<file path="config.mk">
export PLATFORM = sky130hd
export DESIGN_NAME = fp_match_engine
export DESIGN_NICKNAME = d
export VERILOG_FILES = /design/src/rtl/fp_pkg.sv /design/src/rtl/fp_popcount.sv /design/src/rtl/fp_match_engine.sv
export SDC_FILE = /design/constraint.sdc
export NUM_CORES = 1
export LEC_CHECK = 0
export BUFFER_PORTS_ARGS = -buffer_cell sky130_fd_sc_hd__buf_4
export CAP_MARGIN = 10
export CORE_MARGIN = 4
export CORE_UTILIZATION = 50
export DETAILED_ROUTE_END_ITERATION = 10
export PLACE_DENSITY = 0.73
export REMOVE_ABC_BUFFERS = 1
export SYNTH_ARGS = -nofsm -noshare
export SYNTH_HDL_FRONTEND = slang
export SYNTH_HIERARCHICAL = 1
export SYNTH_SLANG_ARGS = --single-unit
</file>
<file path="constraint.sdc">
create_clock -name clk -period 8.9 [get_ports clk]
set_input_delay 0.445 -clock clk [delete_from_list [all_inputs] [get_ports clk]]
set_output_delay 0.445 -clock clk [all_outputs]
set_load 0.01 [all_outputs]
</file>
<file path="src/rtl/fp_pkg.sv">
// Shared encodings, FSM states and default sizing for the fingerprint match engine.
package fp_pkg;

   typedef enum logic [1:0] {
      FP_CMD_NONE = 2'b00,
      FP_CMD_T0   = 2'b01,
      FP_CMD_T1   = 2'b10,
      FP_CMD_BOTH = 2'b11
   } fp_cmd_e;

   typedef enum logic [2:0] {
      IDLE,
      RUN,
      DRAIN,
      DECIDE,
      DONE
   } fp_fsm_e;

   localparam int FP_DATA_W       = 16;
   localparam int FP_NUM_WORDS    = 2400;
   localparam int FP_MATCH_THRESH = 512;

endpackage

</file>
<file path="src/rtl/fp_popcount.sv">
// Combinational population count of one RAM word; the parent registers the result.
module fp_popcount #(
   parameter int DATA_W = 16
) (
   input  logic [DATA_W-1:0]          din,
   output logic [$clog2(DATA_W+1)-1:0] cnt
);

   localparam int CNT_W = $clog2(DATA_W+1);

   always_comb begin
      cnt = '0;
      for (int i = 0; i < DATA_W; i++) begin
         cnt = cnt + CNT_W'(din[i]);
      end
   end

endmodule

</file>
<file path="src/rtl/fp_match_engine.sv">
// Hamming-distance compare of a probe image against one or both enrolled templates.
// Optional FP_EARLY_EXIT_EN: abort a pass as soon as the running distance exceeds the threshold.
module fp_match_engine
   import fp_pkg::*;
#(
   parameter int DATA_W       = FP_DATA_W,
   parameter int NUM_WORDS    = FP_NUM_WORDS,
   parameter int ADDR_W       = 12,
   parameter int DIST_W       = 16,
   parameter int MATCH_THRESH = FP_MATCH_THRESH
) (
   input  logic              clk,
   input  logic              rst_n,
   input  logic [1:0]        fp_start,
   output logic              fp_state,
   output logic              fp_busy,
   output logic              fp_done,
   output logic [ADDR_W-1:0] rd_addr,
   output logic              rd_en,
   output logic              tpl_sel,
   input  logic [DATA_W-1:0] probe_rdata,
   input  logic [DATA_W-1:0] tpl_rdata,
   output logic [DIST_W-1:0] dist0,
   output logic [DIST_W-1:0] dist1
);

   localparam int PC_W = $clog2(DATA_W+1);
   localparam logic [ADDR_W-1:0] LAST_ADDR = ADDR_W'(NUM_WORDS-1);
   localparam logic [DIST_W-1:0] THRESH    = DIST_W'(MATCH_THRESH);

   fp_fsm_e            state_q, state_d;
   logic [1:0]         mode_q, mode_d;
   logic [1:0]         prev_start_q;
   logic               fp_state_q, fp_state_d;
   logic               fp_busy_q, fp_busy_d;
   logic               fp_done_q, fp_done_d;
   logic               rd_en_q, rd_en_d;
   logic [ADDR_W-1:0]  rd_addr_q, rd_addr_d;
   logic               tpl_sel_q, tpl_sel_d;
   logic [DIST_W-1:0]  dist0_q, dist0_d;
   logic [DIST_W-1:0]  dist1_q, dist1_d;
   logic [DIST_W-1:0]  acc_q, acc_d;
   logic [1:0]         drain_cnt_q, drain_cnt_d;
   logic               match0_q, match0_d;
   logic               verdict_q, verdict_d;

   // Three-stage datapath: XOR, popcount, accumulate; dvld marks RAM data arriving.
   logic               dvld_q, s1_vld_q, s2_vld_q;
   logic [DATA_W-1:0]  s1_x_q, s1_x_d;
   logic [PC_W-1:0]    s2_pc_q, s2_pc_d;
   logic [PC_W-1:0]    pc_comb;
   logic               pass_match;

   fp_popcount #(.DATA_W(DATA_W)) u_popcount (
      .din (s1_x_q),
      .cnt (pc_comb)
   );

   assign s1_x_d     = probe_rdata ^ tpl_rdata;
   assign s2_pc_d    = pc_comb;
   assign pass_match = (acc_q <= THRESH);

   always_comb begin
      state_d     = state_q;
      mode_d      = mode_q;
      fp_state_d  = fp_state_q;
      fp_busy_d   = fp_busy_q;
      fp_done_d   = 1'b0;
      rd_en_d     = 1'b0;
      rd_addr_d   = rd_addr_q;
      tpl_sel_d   = tpl_sel_q;
      dist0_d     = dist0_q;
      dist1_d     = dist1_q;
      acc_d       = s2_vld_q ? acc_q + DIST_W'(s2_pc_q) : acc_q;
      drain_cnt_d = drain_cnt_q;
      match0_d    = match0_q;
      verdict_d   = verdict_q;

      case (state_q)
         IDLE: begin
            rd_addr_d = '0;
            if (fp_start != FP_CMD_NONE && prev_start_q == FP_CMD_NONE) begin
               state_d    = RUN;
               mode_d     = fp_start;
               fp_busy_d  = 1'b1;
               fp_state_d = 1'b0;
               dist0_d    = '0;
               dist1_d    = '0;
               acc_d      = '0;
               rd_en_d    = 1'b1;
               tpl_sel_d  = (fp_start == FP_CMD_T1);
            end
         end
         RUN: begin
            rd_en_d   = 1'b1;
            rd_addr_d = rd_addr_q + 1'b1;
            if (rd_addr_q == LAST_ADDR) begin
               state_d     = DRAIN;
               rd_en_d     = 1'b0;
               rd_addr_d   = rd_addr_q;
               drain_cnt_d = '0;
            end
`ifdef FP_EARLY_EXIT_EN
            if (acc_q > THRESH) begin
               state_d     = DRAIN;
               rd_en_d     = 1'b0;
               rd_addr_d   = rd_addr_q;
               drain_cnt_d = '0;
            end
`endif
         end
         DRAIN: begin
            drain_cnt_d = drain_cnt_q + 1'b1;
            if (drain_cnt_q == 2'd2) begin
               state_d = DECIDE;
            end
         end
         DECIDE: begin
            if (tpl_sel_q) begin
               dist1_d = acc_q;
            end else begin
               dist0_d = acc_q;
            end
            if (mode_q == FP_CMD_BOTH && !tpl_sel_q) begin
               match0_d  = pass_match;
               acc_d     = '0;
               tpl_sel_d = 1'b1;
               rd_en_d   = 1'b1;
               rd_addr_d = '0;
               state_d   = RUN;
            end else begin
               verdict_d = (mode_q == FP_CMD_BOTH) ? (match0_q | pass_match) : pass_match;
               state_d   = DONE;
            end
         end
         DONE: begin
            fp_done_d  = 1'b1;
            fp_busy_d  = 1'b0;
            fp_state_d = verdict_q;
            state_d    = IDLE;
         end
         default: state_d = IDLE;
      endcase
   end

   always_ff @(posedge clk or negedge rst_n) begin
      if (!rst_n) begin
         state_q      <= IDLE;
         mode_q       <= '0;
         prev_start_q <= '0;
         fp_state_q   <= 1'b0;
         fp_busy_q    <= 1'b0;
         fp_done_q    <= 1'b0;
         rd_en_q      <= 1'b0;
         rd_addr_q    <= '0;
         tpl_sel_q    <= 1'b0;
         dist0_q      <= '0;
         dist1_q      <= '0;
         acc_q        <= '0;
         drain_cnt_q  <= '0;
         match0_q     <= 1'b0;
         verdict_q    <= 1'b0;
         dvld_q       <= 1'b0;
         s1_vld_q     <= 1'b0;
         s2_vld_q     <= 1'b0;
         s1_x_q       <= '0;
         s2_pc_q      <= '0;
      end else begin
         state_q      <= state_d;
         mode_q       <= mode_d;
         prev_start_q <= fp_start;
         fp_state_q   <= fp_state_d;
         fp_busy_q    <= fp_busy_d;
         fp_done_q    <= fp_done_d;
         rd_en_q      <= rd_en_d;
         rd_addr_q    <= rd_addr_d;
         tpl_sel_q    <= tpl_sel_d;
         dist0_q      <= dist0_d;
         dist1_q      <= dist1_d;
         acc_q        <= acc_d;
         drain_cnt_q  <= drain_cnt_d;
         match0_q     <= match0_d;
         verdict_q    <= verdict_d;
         dvld_q       <= rd_en_q;
         s1_vld_q     <= dvld_q;
         s2_vld_q     <= s1_vld_q;
         s1_x_q       <= s1_x_d;
         s2_pc_q      <= s2_pc_d;
      end
   end

   assign fp_state = fp_state_q;
   assign fp_busy  = fp_busy_q;
   assign fp_done  = fp_done_q;
   assign rd_en    = rd_en_q;
   assign rd_addr  = rd_addr_q;
   assign tpl_sel  = tpl_sel_q;
   assign dist0    = dist0_q;
   assign dist1    = dist1_q;

endmodule
</file>
==> impl_metrics.tcl <==
set metrics [dict create \
    status "finished clean" \
    rsz0062_at_grt "false" \
    fin_crit_sh_pct 39.7 \
    timing.setup.tns_ps 0 \
    drt-total-wl_um 8270 \
    r2r_setup_slack_ps 5370 \
    synthAdderAreaFrac_pct 7.81 \
    p_seq_share_pct 44.5 \
    die_h_um 105 \
    antenna_left 0 \
    ys_seq_area_share_pct 52.8 \
    antennaDiodeCount 0 \
    finalHoldViolCount 0 \
    r2r-start "s1_x_q[7]" \
    r2r_cells 9 \
    cts_max_level 3 \
    post_drt_wl_per_cell_um 13.4 \
    maxSlewViolCount 0 \
    grt_max_degree 55 \
    vias 3173 \
    p_sw_share_pct 31.6 \
    synthSimpleGateAreaFrac_pct 13.1 \
    intPower_mw 0.873 \
    ios 85 \
    crit_type "flop to flop" \
    drive_gt1_share_pct 23.3 \
    die_w_um 105 \
    clk_pin_slew_ps 90 \
    drtIter0Drc 57 \
    ctsResizeCount 0 \
    power.share.combinational_pct 31.6 \
    fmax_mhz 283 \
    synth_cell_type_count 50 \
    drt_pass1_iterations 4 \
    yosys_warnings 6 \
    grt-ovfl-total 0 \
    start_util_pct 51.3 \
    hold_class "primary input to async pin" \
    synth-compound-area-share_pct 5.91 \
    cts_tree "yes" \
    fin_nets 543 \
    synth-xor-area-share_pct 7.57 \
    first_global_vias 3309 \
    drc 0 \
    cts_made_buffers 9 \
    ys_ff_latch 100 \
    clockPowerShare_pct 23.8 \
    ctsHoldBuffers 0 \
    area_delta_synth_final_pct 20.5 \
    drt-vias-per-instance 5.13 \
    period_minus_slack_ps 3530 \
    core_um2 9240 \
    syn-cell-area_um2 4740 \
    tightest_slew_ps 980 \
    end_kind "flop" \
    cp.arrival_ps 3830 \
    io_buffers 84 \
    finClkSkew_ps 7.56 \
    setup_viol 0 \
    r2r_end "s2_pc_q[4]" \
    hpwl_um 6160 \
    cp_max_fo 2 \
    grt_first_pass_wirelength_um 14700 \
    max-vdd-ir-drop_uv 106 \
    final_cells 618 \
    cp_data_required_time_ps 9190 \
    post_cts_buffers 0 \
    dieArea_um2 11100 \
    place.gp.congestion 0.803 \
    grt_usage_pct 15.9 \
    antenna_found_initial 0 \
    cts_sinks 100 \
    cts_max_path_buffers 2 \
    rows 35 \
    crit_start "s1_x_q[7]" \
    synth_top_family_by_area "simple AND/OR/NAND/NOR gates" \
    p_sw_mw 0.404 \
    syn_area_per_cell_um2 11.9 \
    powerDensity_nw_per_um2 223 \
    dp.cells 602 \
    muxShareOfSynthArea_pct 9.16 \
    max_slew_margin_pct 34.7 \
    maxCapViolations 0 \
    clock_latency_ps 350 \
    startpoint_type "flop" \
    synth_cells 397 \
    cts.root.buffer_cell "clkbuf_8" \
    p_leak_nw 2.88 \
]
[flip-flops by register name, indices dropped and copies added (netlist names)]
signal	cells
dist1	16
fp_done	1
state_q	3
rd_en	1
s1_x_q	16
verdict_q	1
fp_state	1
s2_vld_q	1
match0_q	1
mode_q	2
acc_q	16
dist0	16
s2_pc_q	5
s1_vld_q	1
prev_start_q	2
drain_cnt_q	2
fp_busy	1
dvld_q	1
rd_addr	12
tpl_sel	1
[worst max-delay path, cell delays in order, from the launching register on]
cell	delay, ps
dfrtp_1	390
fa_1	530
inv_1	50
fa_1	450
fa_1	540
fa_1	430
fa_1	420
fa_1	420
nor2b_1	130
o21a_1	110
[layout make-up]
class	count	area, µm²
Clock buffer	13	179
Clock inverter	3	42.5
Fill cell	753	3530
Inverter	29	109
Multi-Input combinational cell	258	2070
Sequential cell	100	2500
Tap cell	129	161
Timing Repair Buffer	86	646
[Yosys cell counts, drive strengths merged]
| library cell | n | area (µm²) |
|---|---|---|
| dfrtp | 100 | 2500 |
| mux2 | 35 | 394 |
| nor2 | 32 | 120 |
| xor2 | 32 | 280 |
| inv | 29 | 109 |
| and2 | 20 | 125 |
| nand2 | 13 | 48.8 |
| ha | 12 | 150 |
| a21oi | 11 | 77.6 |
| fa | 11 | 220 |
| nand3 | 10 | 50.1 |
| o21ai | 10 | 50.0 |
| nand4 | 9 | 56.3 |
| xnor2 | 9 | 78.8 |
| buf | 6 | 45.0 |
| and3 | 5 | 32.5 |
| clkbuf | 4 | 18.8 |
| mux2i | 4 | 40.0 |
| o21a | 4 | 30.0 |
| or4 | 4 | 33.8 |
| and4 | 3 | 27.5 |
| nand3b | 3 | 22.5 |
| nand4b | 3 | 26.3 |
| nor2b | 3 | 18.8 |
| nor3 | 3 | 15.0 |
| a211oi | 2 | 15.0 |
| a21boi | 2 | 15.0 |
| a21o | 2 | 15.0 |
| a31oi | 2 | 12.5 |
| nand2b | 2 | 12.5 |
| nor3b | 2 | 15.0 |
| nor4 | 2 | 12.5 |
| a2111oi | 1 | 8.76 |
| a221oi | 1 | 15.0 |
| a22o | 1 | 8.76 |
| a32o | 1 | 10.0 |
| o2111ai | 1 | 8.76 |
| o211ai | 1 | 7.51 |
| o22ai | 1 | 6.26 |
| or2 | 1 | 6.26 |
[metrics by stage]
step | utilization [%] | power, mW | hold slack [ps] | cell area (µm²) | setup slack, ps
after floorplan | - | 0.890 | 149 | 4680 | 5490
after global placement | 59.4 | 0.965 | 333 | 5490 | 5430
after detailed placement | 59.4 | 0.986 | 336 | 5490 | 5370
after CTS | 61.8 | 1.29 | 91.4 | 5710 | 5340
after global routing | 61.8 | 1.38 | 116 | 5710 | 5220
final | 61.8 | 1.28 | 72.3 | 5710 | 5370
[logic make-up after synthesis]
logic type	after synthesis
compound gates	40
xor+xnor	41
fa+ha+maj	23
buf+inv	39
flops	100
mux	39
simple gates	115
[power groups by stage]
| stage | Sequential [mW] | Combinational [mW] | Clock (mW) |
|---|---|---|---|
| after global routing | 0.580 | 0.470 | 0.330 |
| final | 0.569 | 0.404 | 0.304 |
| after CTS | 0.569 | 0.411 | 0.314 |
| after global placement | 0.576 | 0.389 | 0 |
| after floorplan | 0.562 | 0.328 | 0 |
| after detailed placement | 0.578 | 0.407 | 0 |
[layer usage]
metal	share of wire (%)	GRT usage [%]	wire length, µm
met5	0	0	0
met4	1.3	4.87	107
met2	49	27.4	4090
met3	6.3	4.16	522
met1	43	19.7	3550
[worst max-delay path by stage]
stage,to,depth (start not counted)
after detailed placement,s2_pc_q[4],9
after CTS,s2_pc_q[4],9
final,s2_pc_q[4],9
after global placement,s2_pc_q[4],9
after floorplan,s2_pc_q[4],9
after global routing,s2_pc_q[4],9
[placed cells by master (no fill, tap or decap), types with 3 or more instances in the layout]
cell and n:
and3_1 4, fa_1 11, nand4b_1 3, nand3_1 10, and2_1 20, a21oi_1 7, xor2_1 32, nand4_1 9
nor2_1 32, nand3b_1 3, nor2b_1 3, ha_1 12, o21ai_0 3, nand2_1 13, dfrtp_1 100, buf_4 86
or4_1 3, o21ai_1 7, mux2_1 33, xnor2_1 9, nor3_1 3, inv_1 28, mux2i_1 4, o21a_1 4
clkbuf_8 13
No activity file was read; power rests on OpenSTA's default activity.
